**src/rtl/fetch_stage.sv**
```systemverilog
// Instruction fetch: two-word boot PC load, then one word per cycle into IF/ID.
// Latency 1 cycle; stall freezes PC and IF/ID; redirects insert exactly one NOP bubble.
module fetch_stage #(
    parameter logic [15:0] NOP_WORD       = 16'h4000,
    parameter logic [31:0] RESET_VEC_ADDR = 32'h0000_0000
) (
    input  logic        clk,
    input  logic        reset,
    output logic [31:0] imem_addr,
    input  logic [15:0] imem_data,
    input  logic        stall,
    input  logic        jump_taken,
    input  logic [31:0] jump_target,
    input  logic        pc_choose_memory,
    input  logic [31:0] mem_pc,
    input  logic        clear_instruction,
    output logic [15:0] instruction,
    output logic [31:0] pc_out,
    output logic [15:0] immediate,
    output logic        fetch_valid
);

    localparam logic [1:0] BOOT_HI = 2'd0;
    localparam logic [1:0] BOOT_LO = 2'd1;
    localparam logic [1:0] RUN     = 2'd2;

    localparam logic [31:0] RESET_VEC_LO = RESET_VEC_ADDR + 32'd1;

    logic [1:0]  state;
    logic [31:0] pc;
    logic [31:0] pc_inc;

    assign pc_inc = pc + 32'd1;

    always_comb begin
        case (state)
            BOOT_HI: imem_addr = RESET_VEC_ADDR;
            BOOT_LO: imem_addr = RESET_VEC_LO;
            default: imem_addr = pc;
        endcase
    end

    always_ff @(posedge clk) begin
        if (reset) begin
            state       <= BOOT_HI;
            pc          <= 32'd0;
            instruction <= NOP_WORD;
            pc_out      <= 32'd0;
            immediate   <= 16'd0;
            fetch_valid <= 1'b0;
        end else begin
            case (state)
                BOOT_HI: begin
                    pc[31:16]   <= imem_data;
                    instruction <= NOP_WORD;
                    fetch_valid <= 1'b0;
                    state       <= BOOT_LO;
                end
                BOOT_LO: begin
                    pc[15:0]    <= imem_data;
                    instruction <= NOP_WORD;
                    fetch_valid <= 1'b0;
                    state       <= RUN;
                end
                RUN: begin
                    // Redirects outrank stall so a RET/jump is never lost behind a hazard.
                    if (pc_choose_memory) begin
                        pc          <= mem_pc;
                        instruction <= NOP_WORD;
                        fetch_valid <= 1'b0;
                    end else if (jump_taken) begin
                        pc          <= jump_target;
                        instruction <= NOP_WORD;
                        fetch_valid <= 1'b0;
                    end else if (stall) begin
                        pc          <= pc;
                    end else if (clear_instruction) begin
                        immediate   <= imem_data;
                        instruction <= NOP_WORD;
                        fetch_valid <= 1'b0;
                        pc          <= pc_inc;
                    end else begin
                        instruction <= imem_data;
                        pc_out      <= pc_inc;
                        pc          <= pc_inc;
                        fetch_valid <= 1'b1;
                    end
                end
                default: state <= BOOT_HI;
            endcase
        end
    end

endmodule

```
**config.mk**
```make
export PLATFORM = sky130hd
export DESIGN_NAME = fetch_stage
export DESIGN_NICKNAME = d
export VERILOG_FILES = /design/src/rtl/fetch_stage.sv
export SDC_FILE = /design/constraint.sdc
export NUM_CORES = 1
export LEC_CHECK = 0
export CORE_ASPECT_RATIO = 1.2
export CORE_MARGIN = 1.5
export CORE_UTILIZATION = 48
export DETAILED_ROUTE_END_ITERATION = 7
export DONT_BUFFER_PORTS = 1
export PLACE_DENSITY = 0.73
export RECOVER_POWER = 100
export SETUP_SLACK_MARGIN = 0.1
export SLEW_MARGIN = 10
export SYNTH_ARGS = -nofsm -noshare
export SYNTH_HDL_FRONTEND = slang
export SYNTH_SLANG_ARGS = --single-unit
export TNS_END_PERCENT = 10
```
**constraint.sdc**
```tcl
create_clock -name clk -period 3.4 [get_ports clk]
set_input_delay 0.34 -clock clk [delete_from_list [all_inputs] [get_ports clk]]
set_output_delay 0.34 -clock clk [all_outputs]
set_load 0.01 [all_outputs]
```
-- Yosys cells after proc, flatten, opt, wreduce, memory -nomap -nowiden
Cells that the tools add are included.
- bits in registers: 99
- output and inout bits: 97
- logic and storage cells: 42
- $add $sub $neg: 1
- eq/ne operators: 3
- mux-type cells: 17
- bitwise logic cells: 4
- reduce and logical (&&, ||, !) cells: 10
- operators by type and width (kind ; count):
    2-to-1 mux 32 bit ; 3
    case mux 16 bit (2 select lines) ; 3
    2-to-1 mux 16 bit ; 4
    case mux 32 bit (2 select lines) ; 1
    adder 32 x 1 -> 32 bit, second input constant ; 1
    AND reduction 5 bit ; 2
    case mux 2 bit (3 select lines) ; 1
    AND reduction 2 bit ; 3
    nonzero test 2 bit ; 3
    2-to-1 mux 1 bit ; 4
    inequality test 4 bit, second input constant ; 1
    NOT 1 bit ; 4
    equality test 2 x 1 -> 1 bit, second input constant ; 1
    equality test 2 bit, second input constant ; 1
    zero test 2 bit ; 1
    case mux 1 bit (2 select lines) ; 1
    OR reduction 2 bit ; 1

-- Longest topological paths before layout
- depth in word-level cells: 5
- gate-level depth with buffers: 10
- gate-level depth less buffers: 8

-- Worst setup path before layout
Ideal clock, no wire load.
- kind: reg2reg
- from: reg state[0]
- to: reg pc[28]
- arrival time: 1801 ps
- path slack: 1468 ps
- stages on the path, launching flop included: 10
- path buffers: 1
- path through: dfxtp_1 inv_1 ha_1 and4bb_2 or2_2 clkbuf_1 nand2_1 o21ai_0 a41oi_1 o22ai_1
- longest elaborated chain between the ends: 3
- elaborated cells between the ends (all ways): 6
- ends and longest elaborated chain (item ; RTL line ; text):
    start, declared ; 29 ; logic [1:0] state;
    start signal, assigned ; 45 ; state <= BOOT_HI;
    start signal, assigned ; 57 ; state <= BOOT_LO;
    start signal, assigned ; 63 ; state <= RUN;
    equality test 2 bit or zero test 2 bit (tied branches) ; 52 ; case (state)
    inequality test 4 bit (no line) or nonzero test 2 bit (tied branches) ; n/a ;
    AND reduction 2 bit (no line) ; n/a ;
    end signal, assigned ; 54 ; pc[31:16] <= imem_data;
    end signal, assigned ; 68 ; pc <= mem_pc;
    end signal, assigned ; 72 ; pc <= jump_target;
    end, declared ; 30 ; logic [31:0] pc;
Parallel ways exist; a longest one is shown, timed or not.
A chain may end at the register's enable or synchronous reset.

-- Worst setup path in the final report
- from: reg state[0]
- to: reg immediate[4]
- longest elaborated chain between the ends: 2
- ends and longest elaborated chain (item ; RTL line ; text):
    equality test 2 bit ; 52 ;
    AND reduction 5 bit (no line) ; n/a ;
    end signal, assigned ; 78 ; immediate <= imem_data;
    end, declared ; 19 ; output logic [15:0] immediate,
No other way between the ends.

==> results_dict.tcl <==
set metrics [dict create \
    p_leak_nw 1.892 \
    finalSetupTns_ps 0 \
    multi_input_area_um2 3148 \
    antenna_found_initial 0 \
    start_kind "flip-flop" \
    grt_overflow 0 \
    ctsLongestPathBuffers 2 \
    p_total_mw 3.183 \
    hold_class "in -> reg" \
    grt_max_degree 106 \
    post_cts.repair.setup_buffers 0 \
    p_per_area_nw_per_um2 555.0 \
    syn-num-nets 781 \
    die-area_um2 12000 \
    coreArea_um2 11040 \
    yosysWarnings 0 \
    regArea_um2 1982 \
    worstSetupPathType "reg -> reg" \
    viasPerCell 6.420 \
    via_count 5110 \
    comb_power_share 0.201 \
    drc_errors 0 \
    synth_area_leaders "dfxtp_1, nand2_1, nor2_1" \
    skew_ps 8.930 \
    gp_congestion 0.8853 \
    grtUsageTotal 0.3056 \
    synth_edf_count 0 \
    postCtsResizedCells 0 \
    synthCells 690 \
    diodes 0 \
    die_h_um 119.7 \
    seq_power_share 0.439 \
    num_rows 42 \
    setup_viol 0 \
    cp_top_family "buffers and inverters" \
    path_buf_inv 4 \
    finalCritPeriodShare 0.7999 \
    synth-seq-area-share 0.3640 \
    layout-drive-gt1-share 0.07078 \
    dr.pass1.iters 5 \
    drt_iter0_drc 556 \
    crit_path_end_kind "flip-flop" \
    area_delta_synth_final_pct 5.331 \
    clkSinkCount 99 \
    start_util 0.4934 \
    min_period_ps 2720 \
    switching_share 0.3203 \
    cp_common_cell "inv_1" \
    cts_tree "done" \
    intPower_mw 2.164 \
    die_x_um 100.2 \
    dpl.hpwl_um 13540 \
    slowest_delay_ps 530 \
    report.final.slew_viol_count 0 \
    slowest_stage "and3_1" \
    finalHoldViolations 0 \
    tightest_slew_ps 965.5 \
    portBuffers 0 \
    crit_start "state[0]" \
    cp.arrival_ps 3000 \
    r2r_setup_slack_ps 680 \
    grt_pass1_wl_um 27890 \
    fmax_mhz 367.7 \
    worstPathRequired_ps 3680 \
    cts_buffers 9 \
    cp_cell_sequence "inv_1 -> ha_1 -> buf_4 -> inv_1 -> clkbuf_1 -> nor2_1 -> and3_1 -> nand2_1 -> a21oi_1" \
    status "finished, final reports clean" \
    grt_pass1_vias 4977 \
    r2r-start "state[0]" \
    peakVddDrop_uv 236.5 \
    rsz0062_at_grt "false" \
    max_slew_margin 0.3563 \
    fill_cells 1091 \
    synth_top_area_frac 0.3640 \
    ant_nets 0 \
    netlist.top_cell.by_area "dfxtp_1" \
    ys_ff_latch 99 \
    cts.reportedPaths.clkPinSlew_ps 70 \
    pin_count 183 \
    fin_hold_ws_ps 71.13 \
    max_cap_viol_count 0 \
    clkPwrFrac 0.360 \
    cts_hold_buf 0 \
    cts.htree.levels 3 \
    power.switching_mw 1.020 \
    yosys_most_used_dff "dfxtp_1" \
    synth_area_per_cell_um2 7.892 \
    holdCritStartpoint "reset" \
    synth_cell_type_count 72 \
    async_flop_share 0 \
    final_nets 750 \
    synth_area_um2 5445 \
    clock_latency_ps 350 \
    cp_max_fo 44 \
    wl_um 18490 \
    cts_root_buffer "clkbuf_16" \
    wire_per_inst_um 23.23 \
]
-- registers in the layout (all words and copies together), names as in the netlist --
register and flops:
state 2, immediate 16, pc_out 32, fetch_valid 1, instruction 16, pc 32
-- layout make-up --
cell class,instances,area share
well taps,132,0.02880
multi-input cells,527,0.5489
repair buffers,10,0.01003
clock inverters,5,0.01483
flip-flops and latches,99,0.3455
inverters,12,0.007853
clock buffers,11,0.04407
-- worst reg2reg max path: stages, from the launching register on --
cell and delay, ps:
dfxtp_1 340, inv_1 100, ha_1 280, buf_4 450, inv_1 80, clkbuf_1 340, nor2_1 270, and3_1 530
nand2_1 120, a21oi_1 150
-- through the flow --
stage,setup WS (ps),utilization,instances,cell area [um^2]
final,680.4,0.5197,796,5736
after global routing,318.5,0.5197,796,5736
after CTS,869.7,0.5262,796,5807
after detailed placement,930.8,0.4956,780,5469
after global placement,993.4,0.4956,780,5469
after floorplan,1468,-,690,5445
-- logic make-up after synthesis --
| family | after synthesis | synth area share |
|---|---|---|
| AND/OR/NAND/NOR | 295 | 0.2737 |
| AO/OA/AOI/OAI | 189 | 0.2387 |
| multiplexers | 8 | 0.01494 |
| adder cells (fa/ha/maj) | 5 | 0.01149 |
| flip-flops | 99 | 0.3640 |
| buffers and inverters | 64 | 0.04894 |
| XOR/XNOR | 30 | 0.04825 |
-- Yosys cell counts (4+ instances only) --
library cell and count:
dfxtp_1 99, nand2_1 93, nor2_1 86, a21oi_1 52, clkbuf_1 32, and2_1 25
xnor2_1 25, o21ai_0 24, a211oi_1 23, nor3_1 21, a22oi_1 20, nand3_1 15
buf_2 11, inv_1 11, o211ai_1 8, o21a_1 8, o22ai_1 8, mux2i_1 7
nand4_1 7, and3_1 6, buf_1 6, a211o_1 5, a31oi_1 5, ha_1 5
nor4_1 5, or3_1 5, xor2_1 5, a221o_1 4, nor2_2 4
-- path summary, 6_finish.rpt --
path                endpoint  cells after the start
max             immediate[4]                      9
max reg2reg     immediate[4]                      9
min          instruction[10]                      1
min reg2reg        pc_out[4]                      2
-- layer usage --
layer | vias to the layer above | part of all wire | global-route usage
met3 | 31 | 0.093 | 0.08911
met4 | 0 | 0.025 | 0.1074
met2 | 286 | 0.47 | 0.4915
li1 | 2398 | - | -
met5 | - | 0 | 0
met1 | 2395 | 0.41 | 0.3890
-- layout by cell type (no fill, tap or decap), drive strengths merged, types with 3 or more instances in the layout --
cell,synthesis,layout
nand3,18,18
or3,6,6
mux2i,7,7
nor3,25,25
o221ai,3,3
nand4,8,8
a2111oi,3,3
clkbuf,33,16
o21a,8,8
xnor2,25,25
a22oi,20,20
nor2,91,91
a211o,5,5
a31oi,5,5
ha,5,5
a21oi,52,52
a211oi,26,26
dfxtp,99,99
nand2b,3,3
and4,3,3
inv,11,11
a221o,4,4
nor4,8,8
and2,26,26
clkinv,1,3
xor2,5,5
or2,4,4
buf,19,5
o211ai,9,9
nand2,93,93
and3,6,6
o21ai,25,25
o22ai,8,8
-- power by group through the flow --
stage	clock network, mW	logic, mW	registers [mW]
3_3_place_gp	0	0.632	1.41
2_1_floorplan	0	0.523	1.36
3_5_place_dp	0	0.641	1.42
6_report	1.15	0.638	1.40
5_1_grt	1.20	0.698	1.41
4_1_cts	1.16	0.644	1.39
Power figures use the tool's default switching activity.
